File: src/rtl/hex_display_decoder.sv
// hex_display_decoder
//   Read-back monitor for the six seven-segment display buses. Samples the
//   HEX5..HEX0 segment lines and waits for them to hold steady. It then decodes
//   each active-low glyph back to a hex nibble and offers the snapshot to a
//   consumer over a valid/ack handshake.
//
// Ports
//   clk, rst        rising-edge clock, asynchronous active-high reset
//   HEX5..HEX0      segment buses, active-low, bit order {dp,g,f,e,d,c,b,a}
//   digits          decoded nibbles, HEX5 in [23:20] ... HEX0 in [3:0]
//   sum_out         copy of digits[3:0]
//   digit_ok        per digit: recognised hex glyph
//   blank           per digit: all seven segments dark
//   dp              per digit: decimal point lit
//   decode_err      some captured digit is neither a glyph nor blank
//   out_valid       snapshot pending for the consumer
//   out_ack         consumer accepts the pending snapshot
//   overrun         sticky: a pending snapshot was overwritten before ack
module hex_display_decoder #(
    parameter int unsigned STABLE_CYCLES = 4
) (
    input  logic        clk,
    input  logic        rst,
    input  logic [7:0]  HEX5,
    input  logic [7:0]  HEX4,
    input  logic [7:0]  HEX3,
    input  logic [7:0]  HEX2,
    input  logic [7:0]  HEX1,
    input  logic [7:0]  HEX0,
    output logic [23:0] digits,
    output logic [3:0]  sum_out,
    output logic [5:0]  digit_ok,
    output logic [5:0]  blank,
    output logic [5:0]  dp,
    output logic        decode_err,
    output logic        out_valid,
    input  logic        out_ack,
    output logic        overrun
);

    localparam int unsigned NUM_DIGITS = 6;
    localparam int unsigned SEG_W      = 8;
    localparam int unsigned NIB_W      = 4;
    localparam int unsigned BUS_W      = NUM_DIGITS * SEG_W;
    localparam int unsigned DIG_W      = NUM_DIGITS * NIB_W;
    localparam int unsigned CNT_W      = $clog2(STABLE_CYCLES + 1);

    localparam logic [CNT_W-1:0] CNT_MAX  = CNT_W'(STABLE_CYCLES);
    localparam logic [CNT_W-1:0] CNT_LAST = CNT_W'(STABLE_CYCLES - 1);

    typedef enum logic {
        ST_SETTLING = 1'b0,
        ST_STABLE   = 1'b1
    } state_t;

    // Maps the seven segment bits back to {recognised, nibble}; unknown
    // patterns (including blank) return {0, 0}.
    function automatic logic [4:0] decode_glyph(input logic [6:0] seg);
        logic [4:0] res;
        res = 5'h00;
        case (seg)
            7'h40: res = 5'h10;
            7'h79: res = 5'h11;
            7'h24: res = 5'h12;
            7'h30: res = 5'h13;
            7'h19: res = 5'h14;
            7'h12: res = 5'h15;
            7'h02: res = 5'h16;
            7'h78: res = 5'h17;
            7'h00: res = 5'h18;
            7'h10: res = 5'h19;
            7'h08: res = 5'h1A;
            7'h03: res = 5'h1B;
            7'h46: res = 5'h1C;
            7'h21: res = 5'h1D;
            7'h06: res = 5'h1E;
            7'h0E: res = 5'h1F;
            default: res = 5'h00;
        endcase
        return res;
    endfunction

    logic [BUS_W-1:0] w_in;
    logic             w_same;

    logic [BUS_W-1:0] r_s;
    logic [BUS_W-1:0] r_snap;
    logic [CNT_W-1:0] r_cnt;
    logic             r_first;
    state_t           r_state;

    state_t           w_state_next;
    logic             w_capture;

    logic [DIG_W-1:0]      w_digits;
    logic [NUM_DIGITS-1:0] w_ok;
    logic [NUM_DIGITS-1:0] w_blank;
    logic [NUM_DIGITS-1:0] w_dp;
    logic                  w_err;

    logic w_valid_next;
    logic w_overrun_next;

    assign w_in   = {HEX5, HEX4, HEX3, HEX2, HEX1, HEX0};
    // Compares the value about to be sampled with the current sample.
    assign w_same = (w_in == r_s);

    // Input sample register and stability counter.
    always_ff @(posedge clk or posedge rst) begin
        if (rst) begin
            r_s   <= '0;
            r_cnt <= '0;
        end else begin
            r_s <= w_in;
            if (!w_same) begin
                r_cnt <= '0;
            end else if (r_cnt != CNT_MAX) begin
                r_cnt <= r_cnt + CNT_W'(1);
            end
        end
    end

    // State register.
    always_ff @(posedge clk or posedge rst) begin
        if (rst) begin
            r_state <= ST_SETTLING;
        end else begin
            r_state <= w_state_next;
        end
    end

    // Next state and capture decision. While settling, the count only
    // advances one step per unchanged cycle, so it can never skip CNT_LAST.
    always_comb begin
        w_state_next = r_state;
        w_capture    = 1'b0;
        case (r_state)
            ST_SETTLING: begin
                if (w_same && (r_cnt == CNT_LAST)) begin
                    w_state_next = ST_STABLE;
                    if ((r_s != r_snap) || r_first) begin
                        w_capture = 1'b1;
                    end
                end
            end
            ST_STABLE: begin
                if (!w_same) begin
                    w_state_next = ST_SETTLING;
                end
            end
            default: begin
                w_state_next = ST_SETTLING;
            end
        endcase
    end

    // Decode the settled sample into per-digit fields.
    always_comb begin
        logic [4:0]       glyph;
        logic [SEG_W-1:0] seg;
        w_digits = '0;
        w_ok     = '0;
        w_blank  = '0;
        w_dp     = '0;
        glyph    = '0;
        seg      = '0;
        for (int i = 0; i < NUM_DIGITS; i++) begin
            seg   = r_s[i*SEG_W +: SEG_W];
            glyph = decode_glyph(seg[6:0]);
            w_digits[i*NIB_W +: NIB_W] = glyph[3:0];
            w_ok[i]    = glyph[4];
            w_blank[i] = (seg[6:0] == 7'h7F);
            w_dp[i]    = ~seg[7];
        end
        w_err = |(~w_ok & ~w_blank);
    end

    // Handshake: a capture always leaves a snapshot pending; an ack only
    // retires it when no new capture lands on the same edge.
    always_comb begin
        w_valid_next   = out_valid;
        w_overrun_next = overrun;
        if (w_capture) begin
            w_valid_next = 1'b1;
            if (out_valid && !out_ack) begin
                w_overrun_next = 1'b1;
            end
        end else if (out_ack) begin
            w_valid_next = 1'b0;
        end
    end

    // Snapshot, first-capture flag and registered outputs.
    always_ff @(posedge clk or posedge rst) begin
        if (rst) begin
            r_snap     <= '0;
            r_first    <= 1'b1;
            digits     <= '0;
            sum_out    <= '0;
            digit_ok   <= '0;
            blank      <= '0;
            dp         <= '0;
            decode_err <= 1'b0;
            out_valid  <= 1'b0;
            overrun    <= 1'b0;
        end else begin
            out_valid <= w_valid_next;
            overrun   <= w_overrun_next;
            if (w_capture) begin
                r_snap     <= r_s;
                r_first    <= 1'b0;
                digits     <= w_digits;
                sum_out    <= w_digits[NIB_W-1:0];
                digit_ok   <= w_ok;
                blank      <= w_blank;
                dp         <= w_dp;
                decode_err <= w_err;
            end
        end
    end

endmodule

File: config.mk
export PLATFORM = sky130hd
export DESIGN_NAME = hex_display_decoder
export DESIGN_NICKNAME = d
export VERILOG_FILES = /design/src/rtl/hex_display_decoder.sv
export SDC_FILE = /design/constraint.sdc
export NUM_CORES = 1
export LEC_CHECK = 0
export BUFFER_PORTS_ARGS = -buffer_cell sky130_fd_sc_hd__buf_4
export CAP_MARGIN = 20
export CORE_MARGIN = 4
export CORE_UTILIZATION = 43
export DETAILED_ROUTE_END_ITERATION = 7
export GPL_TIMING_DRIVEN = 0
export PLACE_DENSITY = 0.62
export SYNTH_ARGS = -nofsm -noshare
export SYNTH_HDL_FRONTEND = slang
export SYNTH_SLANG_ARGS = --single-unit
File: constraint.sdc
create_clock -name clk -period 11.6 [get_ports clk]
set_clock_uncertainty 0.15 [all_clocks]
set_input_delay 0.58 -clock clk [delete_from_list [all_inputs] [get_ports clk]]
set_output_delay 0.58 -clock clk [all_outputs]
set_load 0.005 [all_outputs]
==> impl_results.md, run 1 <==
- Least-Margin Pin Slew: between 0.7 and 0.8 ns
- GR Util All Layers: between 20% and 30%
- Synth area leader: dfrtp_1
- CTS H-Tree Depth: 4
- Final hold violation count: 0
- Synth Register Bits: ~150
- Outcome: finished, final reports clean
- Worst VDD drop: slightly below 100 uV
- Num CTS Buffers: 17
- Antenna diodes: 0
- Die Wd: around 150 um
- Post-CTS Setup Bufs: 0
- Filler instances: ~1700
- Clock-pin slew on the worst setup and hold paths: 0.06 ns
- Largest net degree at the start of global routing: between 70 and 80
- First-pass GRT wire length: between 30000 and 40000 um
- Fin crit share: a little under a third
- Detail Route Antenna Nets: 0
- Ys Warns: 0
- Synth top area share: 44.15%
- Setup TNS: 0 ns
- Hold crit path type: input port to asynchronous set/reset pin
- CTS tree: built
- Max frequency: roughly 290 MHz
- Slew Viols, Final: 0
- Avg Cell Area, Syn: ~11 sq um
- P_leak: around 0.0044 uW
- Area contributors post-synth: dfrtp_1, xnor2_1, mux2_2
- Share of post-route cells with drive strength above 1: about a quarter
- Core area: around 0.019 sq mm
- Kind of critical path: flop to flop
- Final Power: 1248 uW
- Hold buffers post-CTS: 0
- CP arrival: 3.71 ns
- Tmin final: between 3 and 4 ns
- Number of synthesized flops with an enable pin: 0
- Remaining DRCs: 0
- Post-Syn Nets: between 800 and 900
- Register area share after synthesis: between 40% and 50%
- Asr flop ratio synth: 100.0%
- Post-CTS Resized: 0
- Total grt overflow: 0
- Largest stage delay on the critical path: between 0.7 and 0.8 ns
- Synth cell count leaders: dfrtp_1, xnor2_1, mux2_2
- Final hold slack: 0.1153 ns
- Syn Inst Count: about 780
- Vias in the first global route: 6090
- Slew HR: around 51%
- RSZ-0062 raised after global routing: no
- Worst-path fanout max: 10
- Crit. End Element: flop
- GPL Wtd Cong: 0.8879
- Clock sinks: 146
- Starting Density: between 40% and 50%
- Slowest-stage cell, CP: a2111oi_4
- Initial DRC Count: between 500 and 600
- Cell with the most instances after synthesis: dfrtp_1
- Ports: 100
- Top FF cell, synth: dfrtp_1
- Die H: roughly 150 um
- Via/cell ratio: ~5.6
- Max Cap Violations: 0
- Pre-antenna DRT Iters: 5
- CTS root buffer: clkbuf_16
- Clock Latency Late Sink: approximately 0.43 ns
- Area growth syn-to-layout: 20.63%
- Routed len/inst: approximately 20 um
- PD cells: around 130 mW/mm^2
- Port bufs: between 90 and 100
- Max Root-Sink Buffers: 2
- Routed via count: roughly 6400
- Initial antenna violation count: 0
- Critical path data required time: 11.80 ns
- Synth Cell Area: a little over 0.008 sq mm
- Worst path cell trace: buf_2 -> xnor2_1 -> nand4_1 -> nor4_2 -> nand3_2 -> a2111oi_4 -> buf_6 -> buf_12 -> mux2i_1
- DP HPWL: between 15000 and 20000 um
- Die ar.: approximately 0.021 sq mm
- Yosys cell types: 74
- Final setup violation count: 0
- Worst Setup Start Kind: flop
- Std cell rows: 50
- Final #Nets: 948
- Routed WL: 22300 um
worst paths after layout:
path,startpoint,cells after the start,slack (ns),end
worst max register to register,r_s[27],9,8.09,blank[1]
worst min register to register,overrun,1,0.32,overrun
worst min-delay path,rst,2,0.12,digits[0]
max in group asynchronous,rst,3,10.36,digits[12]
worst max-delay path,r_s[27],9,8.09,blank[1]
min in group clk,HEX5[7],1,0.12,r_s[47]
cell usage in the layout (no fill, tap or decap), drive strengths merged, types with 4 or more instances in the layout:
master / Yosys / routed
or4b: 4 / 4
nor2: 48 / 48
o21ai: 21 / 21
dfrtp: 145 / 145
and3: 4 / 4
nand4b: 5 / 5
xor2: 36 / 36
nor2b: 6 / 6
a21oi: 28 / 28
mux2i: 13 / 13
bufinv: 0 / 4
mux2: 69 / 69
a32o: 4 / 4
a211oi: 6 / 6
inv: 20 / 21
nor3b: 9 / 9
nand3: 16 / 16
a22oi: 4 / 4
nor4bb: 5 / 5
nand2: 25 / 25
clkinv: 0 / 5
nand2b: 8 / 8
a2111oi: 5 / 5
nand3b: 4 / 4
a32oi: 4 / 4
a31oi: 12 / 12
nor4: 22 / 22
nor4b: 7 / 7
xnor2: 69 / 69
nor3: 11 / 11
clkbuf: 44 / 64
and3b: 5 / 5
nand4: 25 / 25
buf: 39 / 139
stage by stage:
step                util, %  setup WS (ns)  area [sq um]  instances
floorplan                 -          6.949          8219        775
global placement      49.31          5.086          9255       1108
detailed placement    49.49          7.943          9288       1109
CTS                   52.83          8.052          9915       1141
global route          52.83          7.895          9915       1141
finish                52.83          8.092          9915       1141
routing by layer:
layer  GRT usage [%]  vias up  part of all wire (%)
li1                -     3019                     -
met2           31.84      184                    46
met3           3.600       25                   5.0
met1           30.44     3162                    47
met4           6.491        0                   1.8
met5               0        -                     0
logic make-up (layout without fill, tap and decap cells):
logic type | count (synthesis) | after routing | synth area share, %
muxes | 82 | 82 | 11.04
AOI/OAI and AO/OA | 113 | 113 | 9.713
buffers and inverters | 103 | 235 | 6.774
adders and majority gates | 3 | 3 | 0.4567
DFF | 146 | 146 | 44.47
xor gates and xnor gates | 105 | 105 | 11.28
and+or+nand+nor | 223 | 223 | 16.27
state kept, by name, summed over array words and instances (netlist names):
signal      flops
digits         24
r_s            48
out_valid       1
digit_ok        6
overrun         1
r_state         1
r_snap         48
decode_err      1
r_first         1
dp              6
blank           6
r_cnt           3
area by class of cell:
cell class	count	area [sq um]	share of cell area, %
inverters	20	80.08	0.8077
multi-input cells	526	4008	40.42
repair buffers	100	770.7	7.774
plain buffers	83	481.7	4.859
clock buffers	20	446.7	4.505
well taps	234	292.8	2.953
clock inverters	12	180.2	1.817
flip-flops and latches	146	3655	36.86
power breakdown:
part | switching (uW) | total (uW) | internal [uW]
clock | 223 | 589 | 366
combinational | 81.2 | 134 | 52.8
sequential | 7.43 | 525 | 518
critical path, delay by kind of cell, from the launching register on:
kind                      cells  cell delay (ns)
DFF                           1             0.36
AOI/OAI and AO/OA             1             0.74
xor gates and xnor gates      1             0.39
muxes                         1             0.20
and+or+nand+nor               3             0.88
buffers and inverters         3             0.70
Power figures use the tool's default switching activity.
==> run 2, diff against run 1 <==
--- a/config.mk
+++ b/config.mk
@@ -11,7 +11,7 @@
 export CORE_UTILIZATION = 43
 export DETAILED_ROUTE_END_ITERATION = 7
 export GPL_TIMING_DRIVEN = 0
-export PLACE_DENSITY = 0.62
+export PLACE_DENSITY = 0.64
 export SYNTH_ARGS = -nofsm -noshare
 export SYNTH_HDL_FRONTEND = slang
 export SYNTH_SLANG_ARGS = --single-unit
==> constraint.sdc (replaced) <==
create_clock -name clk -period 2.9 [get_ports clk]
set_clock_uncertainty 0.15 [all_clocks]
set_input_delay 0.145 -clock clk [delete_from_list [all_inputs] [get_ports clk]]
set_output_delay 0.145 -clock clk [all_outputs]
set_load 0.005 [all_outputs]
==> run 2 against run 1 <==
Sequential cell count did not move. Count of clock-buffer cells in the layout rose by 2. Sequential power rose to 4.0 times the previous value. Critical path depth fell by 1. Critical endpoint is now decode_err. Largest power group unchanged. Highest routed layer unchanged.
==> impl_results.md, run 2 (synthesis gave the netlist of run 1 again) <==
- Int Power: 3667 uW (was 937.0 uW)
- Dpl cells: 1112 (was 1109)
- Vias in the first global route: 6304 (was 6090)
- Commonest non-fill, non-tap cell in the layout: dfrtp_1 (unchanged)
- Worst-path fanout max: 10 (unchanged)
- GPL Wtd Cong: 0.8842 (was 0.8879)
- Final setup violation count: 0 (unchanged)
- Die H: 146.3 um (unchanged)
- Routed len/inst: 19.17 um (was 19.54 um)
- Worst setup path endpoint: decode_err (was blank[1])
- Area growth syn-to-layout: 28.88% (was 20.63%)
- Filler instances: 1624 (was 1693)
- Std cell rows: 50 (unchanged)
- Via/cell ratio: 5.498 (was 5.600)
- Most frequent cells in the layout: dfrtp_1, buf_4, xnor2_1 (unchanged)
- First-pass GRT wire length: 35600 um (was 34910 um)
- Largest registers: r_s (48), r_snap (48), digits (24) (unchanged)
- Max frequency: 349.1 MHz (was 285.1 MHz)
- Fin crit share: 98.78% (was 30.24%)
- RSZ-0062 raised after global routing: no (unchanged)
- Final #Nets: 999 (was 948)
- GR Util All Layers: 21.29% (was 20.87%)
- Initial DRC Count: 531 (was 548)
- Ports: 100 (unchanged)
- Pre-antenna DRT Iters: 5 (unchanged)
- Die ar.: 0.02139 sq mm (unchanged)
- Worst setup startpoint: r_s[37] (was r_s[27])
- Routed WL: 22850 um (was 22300 um)
- Max Root-Sink Buffers: 2 (unchanged)
- P_leak: 0.004664 uW (was 0.004370 uW)
- Final Power: 4901 uW (was 1248 uW)
- Core area: 0.01877 sq mm (unchanged)
- Hold crit path type: input port to asynchronous set/reset pin (unchanged)
- CTS root buffer: clkbuf_16 (unchanged)
- CTS H-Tree Depth: 4 (unchanged)
- Worst Setup Start Kind: flop (unchanged)
- Share of post-route cells with drive strength above 1: 27.77% (was 26.57%)
- Clock Latency Late Sink: 0.42 ns (was 0.43 ns)
- Remaining DRCs: 0 (unchanged)
- Worst VDD drop: 416.2 uV (was 98.36 uV)
- Outcome: finished, final reports clean (unchanged)
- DP HPWL: 16300 um (was 16110 um)
- Starting Density: 43.79% (unchanged)
- Kind of critical path: flop to flop (unchanged)
- FF-to-FF Start: r_s[37] (was r_s[27])
- Total grt overflow: 0 (unchanged)
- Final hold violation count: 0 (unchanged)
- Clock Power Share: 44.6% (was 47.2%)
- Finished Layout Cells: 1192 (was 1141)
- CTS tree: built (unchanged)
- Switching Share: 25.18% (was 24.95%)
- Clock sinks: 146 (unchanged)
- Slew HR: 63.35% (was 51.43%)
- Critical path data required time: 3.06 ns (was 11.80 ns)
- Largest net degree at the start of global routing: 40 (was 76)
- Clock-pin slew on the worst setup and hold paths: 0.06 ns (about the same)
- Slew Viols, Final: 0 (unchanged)
- Crit. End Element: flop (unchanged)
- Initial antenna violation count: 0 (unchanged)
- Final hold slack: 0.1358 ns (was 0.1153 ns)
- Tmin final: 2.865 ns (was 3.508 ns)
- CP arrival: 3.03 ns (was 3.71 ns)
- PD cells: 462.7 mW/mm^2 (was 125.9 mW/mm^2)
- Max Cap Violations: 0 (unchanged)
- Detail Route Antenna Nets: 0 (unchanged)
- Sequential share of power: 43.1% (was 42.1%)
- Port bufs: 99 (unchanged)
- R2r worst-path depth: 8 (was 9)
- Num CTS Buffers: 17 (unchanged)
- Reg2reg setup slack: 0.04 ns (was 8.09 ns)
- Die Wd: 146.3 um (unchanged)
- Logic pwr share: 12.2% (was 10.7%)
- Routed via count: 6554 (was 6390)
- RR Endpoint: decode_err (was blank[1])
- Final core occ: 56.44% (was 52.83%)
- Switching power: 1234 uW (was 311.4 uW)
- Antenna diodes: 0 (unchanged)
- Least-Margin Pin Slew: 0.5448 ns (was 0.7285 ns)
==> run 2: changes by cell type in the layout (fill, tap and decap cells not counted), moves of 4 or more <==
cell / change
xnor2_1: -5
nor4_1: -4
buf_12: +4
dlygate4sd3_1: +50
clkbuf_1: -10
==> run 2: how the worst min path moves through the flow <==
stage | slack (ns) | from | end | cells after the start
after floorplan | 0.03 | HEX0[0] | r_s[0] | 0
after global placement | 0.12 | HEX3[6] | r_s[30] | 1
after detailed placement | 0.02 | rst | r_s[19] | 2
after CTS | 0.13 | rst | digits[22] | 3
after global routing | 0.16 | rst | blank[5] | 3
final | 0.14 | rst | blank[5] | 3
==> run 2: final cells by class <==
cell class / count / area [sq um] / share of cell area (%)
Clock buffer: 22 / 474.2 / 4.477
Multi-Input combinational cell: 526 / 4120 / 38.90
Buffer: 76 / 479.2 / 4.524
Sequential cell: 146 / 3657 / 34.53
Tap cell: 234 / 292.8 / 2.764
Clock inverter: 10 / 107.6 / 1.016
Inverter: 20 / 78.83 / 0.7442
Timing Repair Buffer: 158 / 1383 / 13.05
==> run 2: what timing repair did <==
action	4_1_cts	5_1_grt
buffers inserted	1	2
endpoints found under the hold margin	129	0
gates cloned	0	2
setup endpoints to repair	94	92
resized for setup	11	19
hold buffers	50	0
pin swaps	6	7
==> run 2: per-layer routing <==
layer  part of all wire (%)  global-route usage, %  vias to the layer above
li1                       -                      -                     3124
met1                     47                  31.12                     3201
met2                     46                  32.79                      209
met3                    5.6                  4.128                       20
met4                    1.5                  5.174                        0
met5                      0                      0                        -
==> run 2: metrics by stage <==
stage	area, sq um	setup WS [ns]	setup TNS, ns
global placement	9259	-0.5567	-78.26
detailed placement	9339	-0.5135	-39.66
floorplan	8223	0.2018	0
finish	10590	0.03550	0
global route	10590	0.01435	0
CTS	10470	0.01961	0
==> run 2: power groups by stage <==
| stage | Sequential [uW] | Clock [uW] | Combinational [uW] |
|---|---|---|---|
| after CTS | 2110 | 2220 | 596 |
| after global placement | 2140 | 0 | 530 |
| after global routing | 2120 | 2320 | 654 |
| after detailed placement | 2140 | 0 | 542 |
| after floorplan | 2130 | 0 | 345 |
| final | 2110 | 2190 | 600 |
==> run 2: critical path, cell delays in order, from the launching register on <==
cell and delay, ns:
dfrtp_1 0.39, clkbuf_2 0.25, or4b_2 0.63, nor3_1 0.29
a31o_2 0.17, nor4_1 0.08, a31oi_2 0.29, nand4_1 0.20
mux2_2 0.30
==> run 3, diff against run 2 <==
--- a/config.mk
+++ b/config.mk
@@ -8,10 +8,10 @@
 export BUFFER_PORTS_ARGS = -buffer_cell sky130_fd_sc_hd__buf_4
 export CAP_MARGIN = 20
 export CORE_MARGIN = 4
-export CORE_UTILIZATION = 43
+export CORE_UTILIZATION = 40
 export DETAILED_ROUTE_END_ITERATION = 7
 export GPL_TIMING_DRIVEN = 0
-export PLACE_DENSITY = 0.64
+export PLACE_DENSITY = 0.61
 export SYNTH_ARGS = -nofsm -noshare
 export SYNTH_HDL_FRONTEND = slang
 export SYNTH_SLANG_ARGS = --single-unit
==> run 3 against run 2 <==
Maximum frequency grew 1.9%. Via count grew 1.3%. Setup slack improved by 0.053 ns. Combinational power increased by 2%. Cell count is 3.0% higher. Sequential share of layout area fell by 0.23 points. Die area rose by 7.1%. Sequential cell count unchanged. Critical path type unchanged. Largest cell class unchanged.
==> impl_results.md, run 3 (synthesis gave the netlist of run 1 again) <==
- Clock-pin slew on the worst setup and hold paths: 0.06 ns (about the same)
- GR Util All Layers: 21.12% (was 21.29%)
- Starting Density: 40.62% (was 43.79%)
- Setup TNS: 0 ns (unchanged)
- Die ar.: 0.02291 sq mm (was 0.02139 sq mm)
- Remaining DRCs: 0 (unchanged)
- Area growth syn-to-layout: 29.73% (was 28.88%)
- Num CTS Buffers: 17 (unchanged)
- Critical path data required time: 3.06 ns (about the same)
- Initial DRC Count: 516 (was 531)
- Core area: 0.02023 sq mm (was 0.01877 sq mm)
- Finished Layout Cells: 1228 (was 1192)
- Final setup violation count: 0 (unchanged)
- CTS root buffer: clkbuf_16 (unchanged)
- Kind of critical path: flop to flop (unchanged)
- Max Cap Violations: 0 (unchanged)
- CTS tree: built (unchanged)
- Final hold slack: 0.1488 ns (was 0.1358 ns)
- Worst Setup Start Kind: flop (unchanged)
- Slew Viols, Final: 0 (unchanged)
- Crit. End Element: flop (unchanged)
- CP arrival: 2.97 ns (was 3.03 ns)
- Routed len/inst: 18.92 um (was 19.17 um)
- Filler instances: 1834 (was 1624)
- Final Power: 4891 uW (was 4901 uW)
- Slew HR: 63.91% (was 63.35%)
- FF-to-FF Start: r_s[38] (was r_s[37])
- Pre-antenna DRT Iters: 5 (unchanged)
- Max frequency: 355.7 MHz (was 349.1 MHz)
- CTS H-Tree Depth: 4 (unchanged)
- DP HPWL: 16630 um (was 16300 um)
- RSZ-0062 raised after global routing: no (unchanged)
- Ports: 100 (unchanged)
- Worst setup startpoint: r_s[38] (was r_s[37])
- Dpl cells: 1148 (was 1112)
- Routed WL: 23240 um (was 22850 um)
- Vias in the first global route: 6598 (was 6304)
- Worst VDD drop: 396.4 uV (was 416.2 uV)
- Hold crit path type: input port to asynchronous set/reset pin (unchanged)
- Largest net degree at the start of global routing: 40 (unchanged)
- Die Wd: 151.3 um (was 146.3 um)
- Final core occ: 52.70% (was 56.44%)
- First-pass GRT wire length: 36810 um (was 35600 um)
- Tmin final: 2.811 ns (was 2.865 ns)
- Antenna diodes: 0 (unchanged)
- Fin crit share: 96.94% (was 98.78%)
- P_leak: 0.004672 uW (was 0.004664 uW)
- GPL Wtd Cong: 0.8744 (was 0.8842)
- Most frequent cells in the layout: dfrtp_1, buf_4, xnor2_1 (unchanged)
- Largest registers: r_s (48), r_snap (48), digits (24) (unchanged)
- Std cell rows: 52 (was 50)
- Final #Nets: 999 (unchanged)
- Clock sinks: 146 (unchanged)
- PD cells: 458.7 mW/mm^2 (was 462.7 mW/mm^2)
- Least-Margin Pin Slew: 0.5413 ns (was 0.5448 ns)
- Via/cell ratio: 5.408 (was 5.498)
- Initial antenna violation count: 0 (unchanged)
- Worst-path fanout max: 10 (unchanged)
- Outcome: finished, final reports clean (unchanged)
- Clock Latency Late Sink: 0.43 ns (was 0.42 ns)
- Port bufs: 99 (unchanged)
- Max Root-Sink Buffers: 2 (unchanged)
- Final hold violation count: 0 (unchanged)
- Commonest non-fill, non-tap cell in the layout: dfrtp_1 (unchanged)
- Share of post-route cells with drive strength above 1: 28.08% (was 27.77%)
- Die H: 151.3 um (was 146.3 um)
- Detail Route Antenna Nets: 0 (unchanged)
- Total grt overflow: 0 (unchanged)
- Routed via count: 6641 (was 6554)
## run 3: cell types whose count changed in the layout (fill, tap and decap cells not counted), sizes merged
cell / change
clkbuf: -4
clkinv: +2
clkinvlp: +2
## run 3: report_power, final
part | internal, uW | leakage, uW | switching [uW]
clock | 1280 | 0.000273 | 886
sequential | 2070 | 0.00187 | 40.4
combinational | 273 | 0.00253 | 340
total | 3630 | 0.00467 | 1270
## run 3: final cells by class
| cell class | instances | area (sq um) | share of cell area, % |
|---|---|---|---|
| buffer | 77 | 474.2 | 4.447 |
| clock buffer | 18 | 439.2 | 4.119 |
| clock inverter | 14 | 140.1 | 1.314 |
| inverter | 20 | 78.83 | 0.7393 |
| multi-input combinational | 526 | 4165 | 39.06 |
| sequential | 146 | 3657 | 34.30 |
| tap | 270 | 337.8 | 3.168 |
| timing repair buffer | 157 | 1370 | 12.85 |
## run 3: worst max-delay path, stage by stage, from the launching register on
cell      delay (ns)
dfrtp_1         0.42
clkbuf_2        0.21
or4b_2          0.65
nor3_1          0.33
a31o_2          0.17
nor4_1          0.06
a31oi_2         0.30
nand4_1         0.11
mux2_2          0.28
## run 3: layer usage
metal	vias to the layer above	wire, um	share of wire (%)	global-route usage, %
met5	-	0	0	0
met4	0	663	2.9	7.933
met3	38	1123	4.8	3.471
met2	226	10770	46	32.94
met1	3258	10690	46	29.55
li1	3119	-	-	-
## run 3: metrics by stage
| step | worst slack, ns | cell area, sq um |
|---|---|---|
| 2_1_floorplan | 0.2018 | 8223 |
| 3_3_place_gp | -0.5398 | 9304 |
| 3_5_place_dp | -0.5958 | 9384 |
| 4_1_cts | 0.001531 | 10560 |
| 5_1_grt | 0.006966 | 10660 |
| 6_report | 0.08887 | 10660 |
## run 3: repair_timing
item | in CTS | in global routing
pin swaps | 6 | 11
endpoints found under the setup margin | 94 | 92
hold endpoints to repair | 134 | 0
hold buffers | 50 | 0
resized for setup | 13 | 19
setup buffers | 3 | 1
## run 3: path summary, 6_finish.rpt
kind / to / slack (ns) / cells after the start
min reg2reg: overrun / 0.32 / 1
max in group asynchronous: r_s[30] / 1.45 / 6
max: decode_err / 0.09 / 8
min in group clk: r_s[8] / 0.23 / 2
max reg2reg: decode_err / 0.09 / 8
min: out_valid / 0.15 / 3
